$ cat src/rtl/wb_write_ctrl_if.sv
// Bus bundle for the writeback controller: main-pipeline slot, multi-cycle
// result handshake, buffer status and the registered register-file port.
interface wb_write_ctrl_if;
    logic        pipe_valid;
    logic        pipe_we;
    logic [4:0]  pipe_rd;
    logic        pipe_is_load;
    logic [31:0] alu_result;
    logic [31:0] load_raw;
    logic [2:0]  load_funct3;
    logic [1:0]  addr_low;
    logic        mc_valid;
    logic [4:0]  mc_rd;
    logic [31:0] mc_data;
    logic        mc_ready;
    logic        stall_pipe;
    logic        pend_valid;
    logic [4:0]  pend_rd;
    logic        W_en;
    logic [4:0]  Rd;
    logic [31:0] Wr_data;

    modport slave (
        input  pipe_valid, pipe_we, pipe_rd, pipe_is_load, alu_result,
        input  load_raw, load_funct3, addr_low, mc_valid, mc_rd, mc_data,
        output mc_ready, stall_pipe, pend_valid, pend_rd, W_en, Rd, Wr_data
    );

    modport master (
        output pipe_valid, pipe_we, pipe_rd, pipe_is_load, alu_result,
        output load_raw, load_funct3, addr_low, mc_valid, mc_rd, mc_data,
        input  mc_ready, stall_pipe, pend_valid, pend_rd, W_en, Rd, Wr_data
    );
endinterface

$ cat src/rtl/wb_write_ctrl.sv
// Writeback port arbiter: main pipeline vs. a one-entry multi-cycle result
// buffer, with starvation forcing, WAW discard and RV32I load extraction.
module wb_write_ctrl #(
    parameter int STARVE_LIMIT = 4
) (
    input logic           clk,
    input logic           rst,
    wb_write_ctrl_if.slave bus
);
    // state    | meaning
    // ST_EMPTY | buffer free, mc_ready asserted
    // ST_HELD  | buffer occupied, pipeline writes take priority
    // ST_FORCE | buffer starved, pipeline stalled while buffer drains
    typedef enum logic [1:0] {ST_EMPTY, ST_HELD, ST_FORCE} state_t;

    localparam int CW = $clog2(STARVE_LIMIT + 1);

    state_t        r_state, w_state_nxt;
    logic [CW-1:0] r_cnt, w_cnt_nxt;
    logic [4:0]    r_pend_rd;
    logic [31:0]   r_pend_data;
    logic          r_w_en;
    logic [4:0]    r_rd;
    logic [31:0]   r_wr_data;

    logic          w_capture;
    logic          w_sel_valid;
    logic [4:0]    w_sel_rd;
    logic [31:0]   w_sel_data;
    logic [31:0]   w_load_data;
    logic [31:0]   w_pipe_data;
    logic          w_pipe_wr;
    logic [7:0]    w_byte;
    logic [15:0]   w_half;

    always_comb begin
        w_byte      = bus.load_raw[{bus.addr_low, 3'b000} +: 8];
        w_half      = bus.load_raw[{bus.addr_low[1], 4'b0000} +: 16];
        w_load_data = 32'h0;
        case (bus.load_funct3)
            3'b000:  w_load_data = {{24{w_byte[7]}}, w_byte};
            3'b001:  w_load_data = {{16{w_half[15]}}, w_half};
            3'b010:  w_load_data = bus.load_raw;
            3'b100:  w_load_data = {24'h0, w_byte};
            3'b101:  w_load_data = {16'h0, w_half};
            default: w_load_data = 32'h0;
        endcase
    end

    assign w_pipe_data = bus.pipe_is_load ? w_load_data : bus.alu_result;
    assign w_pipe_wr   = bus.pipe_valid & bus.pipe_we;

    always_comb begin
        w_state_nxt = r_state;
        w_cnt_nxt   = r_cnt;
        w_capture   = 1'b0;
        w_sel_valid = 1'b0;
        w_sel_rd    = bus.pipe_rd;
        w_sel_data  = w_pipe_data;
        case (r_state)
            ST_EMPTY: begin
                w_sel_valid = w_pipe_wr;
                if (bus.mc_valid) begin
                    w_capture   = 1'b1;
                    w_state_nxt = ST_HELD;
                    w_cnt_nxt   = '0;
                end
            end
            ST_HELD: begin
                if (w_pipe_wr) begin
                    w_sel_valid = 1'b1;
                    // Younger pipeline write to the same rd makes the buffer stale.
                    if (bus.pipe_rd == r_pend_rd) begin
                        w_state_nxt = ST_EMPTY;
                    end else begin
                        w_cnt_nxt = r_cnt + CW'(1);
                        if (r_cnt == CW'(STARVE_LIMIT - 1)) begin
                            w_state_nxt = ST_FORCE;
                        end
                    end
                end else begin
                    w_sel_valid = 1'b1;
                    w_sel_rd    = r_pend_rd;
                    w_sel_data  = r_pend_data;
                    w_state_nxt = ST_EMPTY;
                end
            end
            ST_FORCE: begin
                w_sel_valid = 1'b1;
                w_sel_rd    = r_pend_rd;
                w_sel_data  = r_pend_data;
                w_state_nxt = ST_EMPTY;
            end
            default: w_state_nxt = ST_EMPTY;
        endcase
    end

    always_ff @(posedge clk) begin
        if (rst) begin
            r_state     <= ST_EMPTY;
            r_cnt       <= '0;
            r_pend_rd   <= 5'd0;
            r_pend_data <= 32'h0;
            r_w_en      <= 1'b0;
            r_rd        <= 5'd0;
            r_wr_data   <= 32'h0;
        end else begin
            r_state <= w_state_nxt;
            r_cnt   <= w_cnt_nxt;
            if (w_capture) begin
                r_pend_rd   <= bus.mc_rd;
                r_pend_data <= bus.mc_data;
            end
            // x0 writes still consume the slot/buffer but never reach the port.
            r_w_en <= w_sel_valid && (w_sel_rd != 5'd0);
            if (w_sel_valid && (w_sel_rd != 5'd0)) begin
                r_rd      <= w_sel_rd;
                r_wr_data <= w_sel_data;
            end
        end
    end

    // Reset is synchronous, so status outputs are masked while rst is high.
    assign bus.mc_ready   = rst | (r_state == ST_EMPTY);
    assign bus.stall_pipe = ~rst & (r_state == ST_FORCE);
    assign bus.pend_valid = ~rst & (r_state != ST_EMPTY);
    assign bus.pend_rd    = r_pend_rd;
    assign bus.W_en       = r_w_en;
    assign bus.Rd         = r_rd;
    assign bus.Wr_data    = r_wr_data;
endmodule
$ cat src/flat_wrapper.sv
// flat-port wrapper written by rule: the top's interface ports become plain ports
module wb_write_ctrl_flat 
#(
    parameter int STARVE_LIMIT = 4
)
  (clk, rst, bus_pipe_valid, bus_pipe_we, bus_pipe_rd, bus_pipe_is_load, bus_alu_result, bus_load_raw, bus_load_funct3, bus_addr_low, bus_mc_valid, bus_mc_rd, bus_mc_data, bus_mc_ready, bus_stall_pipe, bus_pend_valid, bus_pend_rd, bus_W_en, bus_Rd, bus_Wr_data);
  wb_write_ctrl_if bus_i ();
  input logic clk;
  input logic rst;
  input wire logic [$bits(bus_i.pipe_valid)-1:0] bus_pipe_valid;
  input wire logic [$bits(bus_i.pipe_we)-1:0] bus_pipe_we;
  input wire logic [$bits(bus_i.pipe_rd)-1:0] bus_pipe_rd;
  input wire logic [$bits(bus_i.pipe_is_load)-1:0] bus_pipe_is_load;
  input wire logic [$bits(bus_i.alu_result)-1:0] bus_alu_result;
  input wire logic [$bits(bus_i.load_raw)-1:0] bus_load_raw;
  input wire logic [$bits(bus_i.load_funct3)-1:0] bus_load_funct3;
  input wire logic [$bits(bus_i.addr_low)-1:0] bus_addr_low;
  input wire logic [$bits(bus_i.mc_valid)-1:0] bus_mc_valid;
  input wire logic [$bits(bus_i.mc_rd)-1:0] bus_mc_rd;
  input wire logic [$bits(bus_i.mc_data)-1:0] bus_mc_data;
  output wire logic [$bits(bus_i.mc_ready)-1:0] bus_mc_ready;
  output wire logic [$bits(bus_i.stall_pipe)-1:0] bus_stall_pipe;
  output wire logic [$bits(bus_i.pend_valid)-1:0] bus_pend_valid;
  output wire logic [$bits(bus_i.pend_rd)-1:0] bus_pend_rd;
  output wire logic [$bits(bus_i.W_en)-1:0] bus_W_en;
  output wire logic [$bits(bus_i.Rd)-1:0] bus_Rd;
  output wire logic [$bits(bus_i.Wr_data)-1:0] bus_Wr_data;
  assign bus_i.pipe_valid = bus_pipe_valid;
  assign bus_i.pipe_we = bus_pipe_we;
  assign bus_i.pipe_rd = bus_pipe_rd;
  assign bus_i.pipe_is_load = bus_pipe_is_load;
  assign bus_i.alu_result = bus_alu_result;
  assign bus_i.load_raw = bus_load_raw;
  assign bus_i.load_funct3 = bus_load_funct3;
  assign bus_i.addr_low = bus_addr_low;
  assign bus_i.mc_valid = bus_mc_valid;
  assign bus_i.mc_rd = bus_mc_rd;
  assign bus_i.mc_data = bus_mc_data;
  assign bus_mc_ready = bus_i.mc_ready;
  assign bus_stall_pipe = bus_i.stall_pipe;
  assign bus_pend_valid = bus_i.pend_valid;
  assign bus_pend_rd = bus_i.pend_rd;
  assign bus_W_en = bus_i.W_en;
  assign bus_Rd = bus_i.Rd;
  assign bus_Wr_data = bus_i.Wr_data;
  wb_write_ctrl #(.STARVE_LIMIT(STARVE_LIMIT)) u_core (.clk(clk), .rst(rst), .bus(bus_i));
endmodule
$ cat config.mk
export PLATFORM = sky130hd
export DESIGN_NAME = wb_write_ctrl_flat
export DESIGN_NICKNAME = d
export VERILOG_FILES = /design/src/rtl/wb_write_ctrl_if.sv /design/src/rtl/wb_write_ctrl.sv /design/src/flat_wrapper.sv
export SDC_FILE = /design/constraint.sdc
export NUM_CORES = 1
export LEC_CHECK = 0
export ABC_AREA = 0
export BUFFER_PORTS_ARGS = -buffer_cell sky130_fd_sc_hd__buf_2
export CAP_MARGIN = 20
export CORE_MARGIN = 4
export CORE_UTILIZATION = 53
export DETAILED_ROUTE_END_ITERATION = 10
export GPL_TIMING_DRIVEN = 0
export PLACE_DENSITY = 0.86
export SLEW_MARGIN = 20
export SYNTH_ARGS = -nofsm -noshare
export SYNTH_HDL_FRONTEND = slang
export SYNTH_SLANG_ARGS = --single-unit
$ cat constraint.sdc
create_clock -name clk -period 5.8 [get_ports clk]
set_input_delay 0.58 -clock clk [delete_from_list [all_inputs] [get_ports clk]]
set_output_delay 0.58 -clock clk [all_outputs]
set_load 0.1 [all_outputs]
Yosys cells after proc, flatten, opt, wreduce, memory -nomap -nowiden
Cells that the tools add are included.
W data, S select, Z words.
{"block": "totals", "register_bits": 80, "latchBits": 0, "ramBits": 0, "mem_bits_ro": 0, "inputBits": 117, "output_inout_bits": 46, "elab_cells": 54, "mem_count": 0}
{"block": "op_classes", "n_addsub": 1, "n_mul": 0, "div": 0, "magnitude_cmp": 0, "eq_ne": 12, "shifts": 2, "n_mux": 18, "n_bitwise": 5, "n_reduce_logical": 9}
{"cell": "$pmux W32 S5", "count": 1}
{"cell": "$mux W32", "count": 2}
{"cell": "$pmux W32 S2", "count": 1}
{"cell": "$shiftx A32 B6 Y16", "count": 1}
{"cell": "$shiftx A32 B6 Y8", "count": 1}
{"cell": "$pmux W5 S2", "count": 1}
{"cell": "$mux W3", "count": 3}
{"cell": "$mux W2", "count": 4}
{"cell": "$eq A3 B2 Y1 const B", "count": 2}
{"cell": "$eq A3 B3 Y1 const B", "count": 2}
{"cell": "$pmux W3 S2", "count": 1}
{"cell": "$eq A5 B5 Y1", "count": 1}
{"cell": "$mux W5", "count": 1}
{"cell": "$reduce_bool A5 Y1", "count": 1}
{"cell": "$ne A2 B2 Y1 const B", "count": 2}
{"cell": "$ne A4 B4 Y1 const B", "count": 1}
{"cell": "$pmux W2 S2", "count": 1}
{"cell": "$reduce_and A4 Y1", "count": 1}
{"cell": "$reduce_bool A2 Y1", "count": 2}
{"cell": "$add A3 B1 Y3 const B", "count": 1}
{"cell": "$and A1 B1 Y1", "count": 3}
{"cell": "$eq A3 B1 Y1 const B", "count": 1}
{"cell": "$logic_not A3 Y1", "count": 1}
{"cell": "$eq A2 B1 Y1 const B", "count": 1}
{"cell": "10 further kinds", "count": 11}

Depth between registers and ports, before layout
Gate-level depths: netlist (run 1).
{"block": "depth", "ltp_word": 5, "depth_mapped": 9, "ltp_nobuf": 7}

Worst setup path after synthesis (run 1)
No wires, ideal clock.
{"block": "synth_timing", "path_kind": "input port to output port", "from": "input port rst", "to": "output port bus_stall_pipe", "t_arrival_ns": 2.094, "required_time_ns": 5.220, "setup_slack_ns": 3.126, "stages": 2, "path_buffers": 1, "path_cell_list": "clkbuf_1 > nor2b_1"}
{"block": "synth_between", "elab_chain_len": 2}
{"element": "from (decl)", "line": "flat_wrapper.sv:9", "text": "input logic rst;"}
{"element": "$not A1 Y1", "line": "wb_write_ctrl.sv:125", "text": "assign bus.stall_pipe = ~rst & (r_state == ST_FORCE);"}
{"element": "$and A1 B1 Y1", "line": "wb_write_ctrl.sv:125"}
{"element": "to (decl)", "line": "flat_wrapper.sv:22", "text": "output wire logic [$bits(bus_i.stall_pipe)-1:0] bus_stall_pipe;"}
No other way between the ends.

Worst setup path after layout (run 1)
{"block": "layout_timing", "from": "register u_core.r_state[1]", "to": "register u_core.r_wr_data[24] (netlist: u_core.bus.Wr_data[24])"}
{"block": "layout_between", "elab_chain_len": 4, "elab_cells_between_ends": 9, "cone_classes": "eq/ne (2); mux (3); reduce/logical (4)"}
{"element": "from (decl)", "line": "wb_write_ctrl.sv:18", "text": "state_t r_state, w_state_nxt;"}
{"element": "from (signal assigned)", "line": "wb_write_ctrl.sv:108", "text": "r_state <= w_state_nxt;"}
{"element": "$eq A2 B2 Y1 or $eq A2 B1 Y1 (tied branches)", "line": "wb_write_ctrl.sv:60", "text": "case (r_state)"}
{"element": "$pmux W5 S2 or $reduce_or A2 Y1 (tied branches)"}
{"element": "$reduce_bool A5 Y1 or $pmux W1 S2 (tied branches)", "line": "wb_write_ctrl.sv:116, wb_write_ctrl.sv:60"}
{"element": "$logic_and A1 B1 Y1", "line": "wb_write_ctrl.sv:116", "text": "if (w_sel_valid && (w_sel_rd != 5'd0)) begin"}
{"element": "to (signal assigned)", "line": "wb_write_ctrl.sv:118", "text": "r_wr_data <= w_sel_data;"}
{"element": "to (decl)", "line": "wb_write_ctrl.sv:24", "text": "logic [31:0] r_wr_data;"}
Parallel ways exist; a longest one is shown, timed or not.
A chain may end at the register's enable or synchronous reset.

==> results of run 1 <==
[worst paths after layout]
path	start	to	cells after the start	slack, ns
worst max-delay path	u_core.r_state[1]$_SDFFE_PP0P_	u_core.bus.Wr_data[24]$_SDFFE_PP0P_	8	2.90
worst min-delay path	bus_mc_rd[2]	u_core.bus.pend_rd[2]$_SDFFE_PP0P_	3	0.44
worst max register to register	u_core.r_state[1]$_SDFFE_PP0P_	u_core.bus.Wr_data[24]$_SDFFE_PP0P_	8	2.90
worst min register to register	u_core.r_pend_data[20]$_SDFFE_PP0P_	u_core.r_pend_data[20]$_SDFFE_PP0P_	2	0.46
[power by group through the flow]
stage	logic [W]	registers, W	clock network, W
floorplan	0.000260	0.000987	0
global placement	0.000752	0.000660	0
detailed placement	0.000762	0.000662	0
CTS	0.000764	0.000650	0.000423
global route	0.000815	0.000658	0.000443
finish	0.000771	0.000651	0.000422
[layout by cell type, fill, tap and decap left out, types with 9 or more instances in the layout]
cell and count:
buf_2 165, nand2_1 97, a21oi_1 91, dfxtp_1 80
clkbuf_1 38, a211oi_1 37, a221oi_1 15, nor2_1 14
mux2i_1 12, a21oi_2 10, a221oi_2 10, clkbuf_8 9
[flip-flops by register name (all words and copies together) (netlist names)]
| name | flops |
|---|---|
| u_core.bus.Wr_data | 32 |
| u_core.r_pend_data | 32 |
| u_core.bus.Rd | 5 |
| u_core.bus.pend_rd | 5 |
| u_core.r_cnt | 3 |
| u_core.r_state | 2 |
| u_core.bus.W_en | 1 |
[final cells by class]
| type | count | area [sq um] |
|---|---|---|
| inverters | 7 | 26.28 |
| well taps | 102 | 127.6 |
| plain buffers | 45 | 190.2 |
| clock buffers | 10 | 127.6 |
| flip-flops and latches | 80 | 1602 |
| fillers | 665 | 2405 |
| multi-input cells | 381 | 2420 |
| repair buffers | 160 | 800.8 |
| clock inverters | 6 | 68.82 |
[worst max-delay path, delay by kind of cell, from the launching register on]
| kind | cells | cell delay [ns] |
|---|---|---|
| and+or+nand+nor | 1 | 0.57 |
| AOI/OAI and AO/OA | 4 | 1.02 |
| DFF | 1 | 0.35 |
| adders and majority gates | 1 | 0.28 |
| buffers and inverters | 2 | 0.54 |
[routing by layer]
layer	wire length, microns	vias up	part of all wire [%]	global-route usage (%)
li1	-	2251	-	-
met1	5813	2267	39	38.24
met2	7151	278	48	50.61
met3	1327	54	9.0	7.251
met4	493	0	3.3	13.84
met5	0	-	0	0
[cells in the mapped netlist, types with 2 or more instances]
master / n
nand2_1: 97
a21oi_1: 91
dfxtp_1: 80
a211oi_1: 37
clkbuf_1: 37
a221oi_1: 15
nor2_1: 14
mux2i_1: 12
a21oi_2: 10
a221oi_2: 10
a222oi_1: 8
a22oi_1: 8
inv_1: 7
a2bb2oi_1: 6
ha_1: 6
nor2b_1: 6
o21ai_0: 6
a221o_1: 5
buf_2: 5
mux2_2: 5
xnor2_1: 5
nor3b_1: 4
nand2b_1: 3
nand3_1: 3
nor3_1: 3
o211ai_1: 3
and3_1: 2
buf_6: 2
o2111ai_1: 2
or2_2: 2
or4_1: 2
[cells by family (layout without fill, tap and decap cells)]
group,after synthesis,count (layout),synth area share (%)
DFF,80,80,37.79
and+or+nand+nor,141,141,14.41
AOI/OAI and AO/OA,211,211,35.37
adders and majority gates,6,6,1.771
buffers and inverters,52,228,5.108
muxes,18,18,4.517
xor gates and xnor gates,5,5,1.033
[through the flow]
| step | instances | power [W] | util (%) | setup slack [ns] | cell area [sq um] |
|---|---|---|---|---|---|
| floorplan | 513 | 0.001247 | - | 3.126 | 4238 |
| global placement | 775 | 0.001412 | 66.51 | 2.993 | 5166 |
| detailed placement | 775 | 0.001424 | 66.51 | 2.871 | 5166 |
| CTS | 791 | 0.001837 | 69.04 | 2.959 | 5363 |
| global route | 791 | 0.001916 | 69.04 | 2.676 | 5363 |
| finish | 791 | 0.001844 | 69.04 | 2.900 | 5363 |
==> summary.txt, run 1 <==
Clock tree
  – CTS Buf Count: 9
  – Clock root buffer: clkbuf_8
  – H-tree levels: 3
  – Hold buffers post-CTS: 0
  – CTS tree: built
  – Deepest clock path buffer count: 2
  – Clk slew on worst S/H paths: 0.09 ns
  – CTS resizes: 0
  – Setup Buffers After CTS: 0
  – Clock Sinks: 80
  – Clk_lat worst skew: approximately 0.37 ns

Synthesis
  – Top post-synthesis cells by area: dfxtp_1 (38%), a21oi_1 (11%), nand2_1 (8.6%)
  – Post-synth EDFFs: 0
  – Synthesized instance count: a little over 500
  – Seq/Total Area, Yosys: between 30 and 40%
  – Synth warnings: 0
  – Post-Syn Area per Cell: slightly above 8 sq um
  – Synth Flop Type: dfxtp_1
  – Number of synthesized register bits: 80
  – Dominant cell type by area after synthesis: dfxtp_1
  – Post-Syn Nets: between 600 and 700
  – Share of Yosys cell area claimed by the top area cell type: a little under two fifths
  – Mapped cell area: ~0.0042 sq mm
  – Post-synthesis cell type count: 48
  – Ys async rst share: 0%

STA
  – Worst slew margin: 24.03%
  – Max Slew Vio Count: 0
  – Setup tns final: 0 ns
  – Clk_skew: roughly 0.011 ns
  – Worst hold margin: roughly 0.44 ns
  – Final setup fails: 0
  – Tmin final: just under 3 ns
  – Fin. Hold Viols: 0
  – RSZ-0062 raised after global routing: false
  – Worst-margin pin slew: between 1 and 1.5 ns
  – Fmax: 0.3448 GHz
  – Fin crit share: 50.01%

GRT
  – First-pass GRT wire length: 23690 microns
  – Grt ovf: 0
  – Initial antenna violation count: 0
  – Total track usage: a little under a third
  – Largest net degree at the start of global routing: 15
  – Vias in the first global route: 4694

Floorplan
  – Core Rows: 32
  – Core area: about 0.0078 sq mm
  – Starting density of the core: a little over half
  – Die Y: slightly below 100 microns
  – Die area: ~0.0095 sq mm
  – # IOs: between 150 and 200
  – Die width: about 100 microns

Cells and area
  – Ant. Diodes: 0
  – Fin nets: between 800 and 900
  – Share of cells above drive strength 1: 30.77%
  – Layout area overhead: 26.54%

Pwr
  – Power share of the sequential group: 35.3%
  – Sw Share: between 40% and 50%
  – Net Switching: between 0.0008 and 0.0009 W
  – Comb pwr share: about two fifths
  – Max IR drop VDD: about 0.22 mV
  – Power Internal: just under 0.001 W
  – P_leak: roughly 2.2 nW
  – Clock power share: a little under a quarter
  – PD cells: about 340 mW/mm^2

Route
  – First-pass detailed-route iteration total: 5
  – Total wire length: between 10000 and 15000 microns
  – Iteration-0 DRC Markers: 400
  – Avg WL per Cell: 18.69 microns
  – Vias: approximately 4900
  – Post-detailed-route DRC marker count: 0
  – Via/cell ratio: around 6.1
  – Post-route ant nets: 0

Setup path
  – Crit-path slowest cell: nor2_1
  – Startpoint Class: register
  – CP max FO: 10
  – Crit Path Class: register to register
  – Worst EP arrival: 3.13 ns
  – CP Data Required Time: 6.03 ns
  – CP max stage delay: about 0.57 ns
  – CP cell instances: inv_1 -> ha_1 -> a21boi_0 -> o21ai_0 -> o22a_1 -> nor2_1 -> clkbuf_1 -> a211oi_1
  – CP endpoint kind: register

Place
  – Port bufs: 160
  – RePlAce Congestion: about 0.95
  – HPWL after DPL: 11310 microns

Outcome
  – Status: finished clean

Job
  – Max cap viols: 0

Min path
  – Worst Hold Class: input port to register
No activity file was read; power rests on OpenSTA's default activity.
==> inputs of run 2 (changes only) <==
Settings changed: CORE_UTILIZATION 53 to 45, PLACE_DENSITY 0.86 to 0.77.
Clock period 5.8 ns to 2.4 ns, I/O delays scaled along.
==> summary.txt, run 2 (synthesis results as in run 1) <==
STA
  – Tmin final: 2.254 ns (-0.6465 ns)
  – Max Slew Vio Count: 0 (unchanged)
  – Clk_skew: 0.01005 ns (-0.0008907 ns)
  – Worst-margin pin slew: 1.102 ns (-0.03776 ns)
  – Fin crit share: 93.91% (+44 points)
  – Fmax: 0.4437 GHz (+29%)
  – Final setup fails: 0 (unchanged)
  – Fin. Hold Viols: 0 (unchanged)
  – Worst slew margin: 26.55% (+2.5 points)
  – Setup tns final: 0 ns (unchanged)

Job
  – Max cap viols: 0 (unchanged)

Route
  – Post-route ant nets: 0 (unchanged)
  – Vias: 4841 (-0.19%)
  – Avg WL per Cell: 19.25 microns (+3.0%)
  – Iteration-0 DRC Markers: 412 (+3.0%)
  – Total wire length: 15460 microns (+4.6%)
  – First-pass detailed-route iteration total: 5 (unchanged)
  – Via/cell ratio: 6.029 (-1.7%)
  – Post-detailed-route DRC marker count: 0 (unchanged)

Pwr
  – PD cells: 846.3 mW/mm^2 (+150%)
  – Power Internal: 0.002565 W (+160%)
  – Clock power share: 25.1% (+2.2 points)
  – Comb pwr share: 41.0% (-0.8 points)
  – P_leak: 2.322 nW (+4.6%)
  – Max IR drop VDD: 0.4305 mV (+100%)
  – Sw Share: 44.87% (-1.4 points)
  – Power share of the sequential group: 33.9% (-1.4 points)
  – Net Switching: 0.002088 W (+140%)

Outcome
  – Status: finished clean

Floorplan
  – Core area: 0.009196 sq mm (+18%)
  – Core Rows: 35 (+9.4%)
  – Die area: 0.01103 sq mm (+16%)
  – Die width: 105.0 microns (+7.8%)
  – Die Y: 105.0 microns (+7.8%)
  – Starting density of the core: 46.08% (-8.5 points)
  – # IOs: 163 (unchanged)

Setup path
  – CP most frequent cell: and3_1
  – CP endpoint kind: register
  – CP cell instances: inv_1 -> ha_1 -> and3_1 -> nand2b_1 -> and3_1 -> a222oi_1 -> a211oi_1
  – CP max stage delay: 0.38 ns (-0.19 ns)
  – CP delay by family, top: simple AND/OR/NAND/NOR gates
  – Crit-path slowest cell: dfxtp_1
  – CP Data Required Time: 2.63 ns (-3.40 ns)
  – Worst EP arrival: 2.48 ns (-0.65 ns)
  – Startpoint Class: register
  – Crit path buf inv count: 1 (-1)
  – CP max FO: 7 (-3)
  – Crit Path Class: register to register

Clock tree
  – H-tree levels: 3 (unchanged)
  – CTS Buf Count: 9 (unchanged)
  – Clk_lat worst skew: 0.36 ns (about the same)
  – Deepest clock path buffer count: 2 (unchanged)
  – CTS tree: built
  – Clock root buffer: clkbuf_8
  – Hold buffers post-CTS: 0 (unchanged)
  – Clock Sinks: 80 (unchanged)
  – Clk slew on worst S/H paths: 0.09 ns (about the same)

Cells and area
  – Most common cell after layout, fill and taps aside: buf_2
  – Layout area overhead: 29.73%
  – Most frequent cells in the layout: buf_2 (164), nand2_1 (97), a21oi_1 (91)
  – Final Cell Area: 0.005498 sq mm (+2.5%)
  – Fin nets: 810 (+0.37%)
  – Share of cells above drive strength 1: 34.10% (+3.3 points)
  – Post-Layout Cell Count: 803 (+1.5%)
  – Ant. Diodes: 0 (unchanged)

Place
  – HPWL after DPL: 11750 microns (+3.9%)
  – Port bufs: 160 (unchanged)
  – Post-DP Area: 0.005177 sq mm (+0.22%)
  – Placed cells: 784 (+1.2%)
  – RePlAce Congestion: 0.9548 (+0.20%)

GRT
  – Largest net degree at the start of global routing: 15 (unchanged)
  – First-pass GRT wire length: 23720 microns (+0.12%)
  – Grt ovf: 0 (unchanged)
  – Total track usage: 27.15% (-3.6 points)
  – Initial antenna violation count: 0 (unchanged)
  – Vias in the first global route: 4622 (-1.5%)

Min path
  – Worst Hold Class: input port to register
-- run 2: changes by cell type in the layout (fill, tap and decap cells not counted), sizes merged --
| cell | previous run | this run |
|---|---|---|
| buf | 168 | 170 |
| bufinv | 1 | 2 |
| clkbuf | 47 | 48 |
| clkinv | 0 | 3 |
| clkinvlp | 4 | 0 |
-- run 2: timing repair --
action / 4_1_cts / 5_1_grt
gates resized for setup: 12 / 21
setup endpoints to repair: 31 / 34
buffers inserted: 1 / 3
pin swaps: 1 / 2
hold endpoints to repair: 0 / 0
-- run 2: path summary, 6_finish.rpt --
| check | startpoint | to | slack [ns] | depth (start not counted) |
|---|---|---|---|---|
| setup / recovery | u_core.r_state[1]$_SDFFE_PP0P_ | u_core.bus.Wr_data[5]$_SDFFE_PP0P_ | 0.15 | 7 |
| hold / removal | bus_mc_data[16] | u_core.r_pend_data[16]$_SDFFE_PP0P_ | 0.11 | 3 |
| setup reg to reg | u_core.r_state[1]$_SDFFE_PP0P_ | u_core.bus.Wr_data[5]$_SDFFE_PP0P_ | 0.15 | 7 |
| hold reg to reg | u_core.r_pend_data[8]$_SDFFE_PP0P_ | u_core.r_pend_data[8]$_SDFFE_PP0P_ | 0.46 | 2 |
-- run 2: final cells by class --
cell class	count	area, sq um
plain buffers	44	216.5
clock buffers	10	137.6
clock inverters	6	91.34
fillers	877	3699
inverters	7	26.28
multi-input cells	381	2442
flip-flops and latches	80	1602
well taps	111	138.9
repair buffers	164	843.3
-- run 2: worst min-delay path: stages --
cell     delay, ns
buf_2         0.10
nand2_1       0.04
a21oi_1       0.05
-- run 2: power by group through the flow --
| stage | combinational (W) | sequential (W) | clock (W) |
|---|---|---|---|
| 2_1_floorplan | 0.000628 | 0.00238 | 0 |
| 3_3_place_gp | 0.00183 | 0.00160 | 0 |
| 3_5_place_dp | 0.00185 | 0.00160 | 0 |
| 4_1_cts | 0.00187 | 0.00157 | 0.00117 |
| 5_1_grt | 0.00201 | 0.00159 | 0.00122 |
| 6_report | 0.00191 | 0.00158 | 0.00117 |
-- run 2: per-stage QoR --
step                      setup slack, ns  util, %  power [W]  hold slack [ns]
after floorplan                  0.009532        -   0.003013           0.3760
after global placement            -0.3611    56.30   0.003428           0.4436
after detailed placement          -0.4404    56.30   0.003451           0.4464
after CTS                         0.02237    59.09   0.004608          0.09639
after global routing            -0.003090    59.78   0.004830           0.1042
final                              0.1461    59.78   0.004653           0.1052
-- run 2: routing by layer --
layer  vias to the layer above  GRT usage [%]  part of all wire [%]
li1                       2269              -                     -
met4                         0          12.93                   3.1
met2                       267          42.94                    47
met5                         -              0                     0
met1                      2267          35.87                    42
met3                        38          4.694                   8.7
==> inputs of run 3 (changes only) <==
Settings changed: MAX_ROUTING_LAYER set to met4.
==> summary.txt, run 3 (synthesis results as in run 1) <==
Setup path
  – Worst EP arrival: 2.50 ns (+0.02 ns)
  – CP Data Required Time: 2.65 ns (+0.02 ns)
  – Crit Path Class: register to register
  – Startpoint Class: register
  – CP delay by family, top: buffers and inverters
  – CP max FO: 10 (+3)
  – Crit path buf inv count: 3 (+2)
  – CP cell instances: inv_1 -> ha_1 -> inv_1 -> nor2_2 -> nor2_2 -> buf_2 -> a221oi_2 -> a211oi_1
  – CP endpoint kind: register
  – Crit-path slowest cell: dfxtp_1
  – CP max stage delay: 0.40 ns (+0.02 ns)

Cells and area
  – Final Cell Area: 0.005429 sq mm (-1.3%)
  – Post-Layout Cell Count: 803 (unchanged)
  – Fillers: 897 (+2.3%)
  – Layout area overhead: 28.11%
  – Most common cell after layout, fill and taps aside: buf_2
  – Share of cells above drive strength 1: 34.10% (unchanged)
  – Most frequent cells in the layout: buf_2 (167), nand2_1 (97), a21oi_1 (91)
  – Ant. Diodes: 0 (unchanged)
  – Fin nets: 810 (unchanged)

Min path
  – Worst Hold Class: input port to register

STA
  – Setup ws final: 0.1527 ns (+0.006549 ns)
  – Worst slew margin: 26.80% (+0.25 points)
  – Setup tns final: 0 ns (unchanged)
  – RSZ-0062 raised after global routing: false
  – Fin crit share: 93.64% (-0.27 points)
  – Fin. Hold Viols: 0 (unchanged)
  – Fmax: 0.4450 GHz (+0.29%)
  – Clk_skew: 0.007541 ns (-0.002505 ns)
  – Worst-margin pin slew: 1.098 ns (-0.003773 ns)
  – Final setup fails: 0 (unchanged)
  – Tmin final: 2.247 ns (-0.006549 ns)
  – Max Slew Vio Count: 0 (unchanged)

Route
  – Post-route ant nets: 0 (unchanged)
  – Vias: 4843 (+0.041%)
  – Post-detailed-route DRC marker count: 2 (+2)
  – First-pass detailed-route iteration total: 10 (+5)
  – Avg WL per Cell: 19.32 microns (+0.32%)
  – Iteration-0 DRC Markers: 415 (+0.73%)
  – Via/cell ratio: 6.031 (about the same)
  – Total wire length: 15510 microns (+0.32%)

Floorplan
  – Die area: 0.01103 sq mm (unchanged)
  – Die width: 105.0 microns (unchanged)
  – Core area: 0.009196 sq mm (unchanged)
  – Starting density of the core: 46.08% (unchanged)
  – # IOs: 163 (unchanged)
  – Die Y: 105.0 microns (unchanged)
  – Core Rows: 35 (unchanged)

Clock tree
  – Hold buffers post-CTS: 0 (unchanged)
  – CTS tree: built
  – CTS Buf Count: 9 (unchanged)
  – Deepest clock path buffer count: 2 (unchanged)
  – Clk slew on worst S/H paths: 0.09 ns (about the same)
  – H-tree levels: 3 (unchanged)
  – Clk_lat worst skew: 0.36 ns (about the same)
  – Clock Sinks: 80 (unchanged)
  – Clock root buffer: clkbuf_8

Pwr
  – P_leak: 2.268 nW (-2.3%)
  – Total power: 0.004420 W (-5.0%)
  – PD cells: 814.2 mW/mm^2 (-3.8%)
  – Max IR drop VDD: 0.3209 mV (-25%)

Place
  – Port bufs: 160 (unchanged)
  – Pre-CTS worst setup slack: -0.4308 ns (+0.009554 ns)
  – HPWL after DPL: 11980 microns (+2.0%)
  – Placed cells: 784 (unchanged)
  – RePlAce Congestion: 0.9547 (about the same)
  – Post-DP Area: 0.005177 sq mm (unchanged)

Job
  – Max cap viols: 0 (unchanged)

GRT
  – Grt ovf: 0 (unchanged)
  – First-pass GRT wire length: 23970 microns (+1.0%)
  – Largest net degree at the start of global routing: 16 (+1)
  – Total track usage: 28.03% (+0.87 points)
  – Vias in the first global route: 4637 (+0.32%)
  – Initial antenna violation count: 0 (unchanged)

Outcome
  – Failing checks: DRC
  – Status: finished with violations
run 3: cell types whose count changed in the layout (fill, tap and decap cells not counted), sizes merged:
cell | previous run | this run
clkinvlp | 0 | 4
clkinv | 3 | 1
inv | 8 | 9
buf | 170 | 173
clkbuf | 48 | 44
bufinv | 2 | 0
run 3: worst register-to-register path: stages, from the launching register on:
cell,delay [ns]
dfxtp_1,0.40
inv_1,0.10
ha_1,0.35
inv_1,0.18
nor2_2,0.10
nor2_2,0.24
buf_2,0.36
a221oi_2,0.10
a211oi_1,0.32
run 3: layer usage:
layer	wire, microns	track usage [%]	share of wire (%)
met1	6361	35.54	41
met2	7385	44.18	48
met3	1255	4.756	8.1
met4	508	11.81	3.3
met5	0	-	0
run 3: power by group:
group          switching, W  internal [W]  leakage, nW
combinational       0.00145      0.000455         1.53
clock              0.000561      0.000384       0.0785
sequential        0.0000919       0.00148        0.658
run 3: path summary, 6_finish.rpt:
path | to | slack [ns] | depth (start not counted) | from
max reg2reg | u_core.bus.Wr_data[28]$_SDFFE_PP0P_ | 0.15 | 8 | u_core.r_state[0]$_SDFFE_PP0P_
max | u_core.bus.Wr_data[28]$_SDFFE_PP0P_ | 0.15 | 8 | u_core.r_state[0]$_SDFFE_PP0P_
min | u_core.r_pend_data[17]$_SDFFE_PP0P_ | 0.11 | 3 | bus_mc_data[17]
min reg2reg | u_core.r_pend_data[17]$_SDFFE_PP0P_ | 0.46 | 2 | u_core.r_pend_data[17]$_SDFFE_PP0P_
run 3: stage by stage:
stage	hold WS [ns]	utilization, %
floorplan	0.3760	-
CTS	0.09823	58.68
finish	0.1071	59.03
global route	0.1103	59.03
global placement	0.4432	56.30
detailed placement	0.4499	56.30
run 3: layout make-up:
| cell class | instances | area (sq um) | share of cell area, % |
|---|---|---|---|
| inverters | 7 | 26.28 | 0.4840 |
| clock buffers | 9 | 123.9 | 2.282 |
| repair buffers | 164 | 830.8 | 15.30 |
| well taps | 111 | 138.9 | 2.558 |
| plain buffers | 44 | 206.4 | 3.803 |
| clock inverters | 7 | 56.30 | 1.037 |
| flip-flops and latches | 80 | 1602 | 29.50 |
| multi-input cells | 381 | 2445 | 45.03 |
run 3: what timing repair did:
action,in CTS,in global routing
buffers inserted,3,1
pin swaps,1,2
resized for setup,9,22
endpoints found under the setup margin,31,34
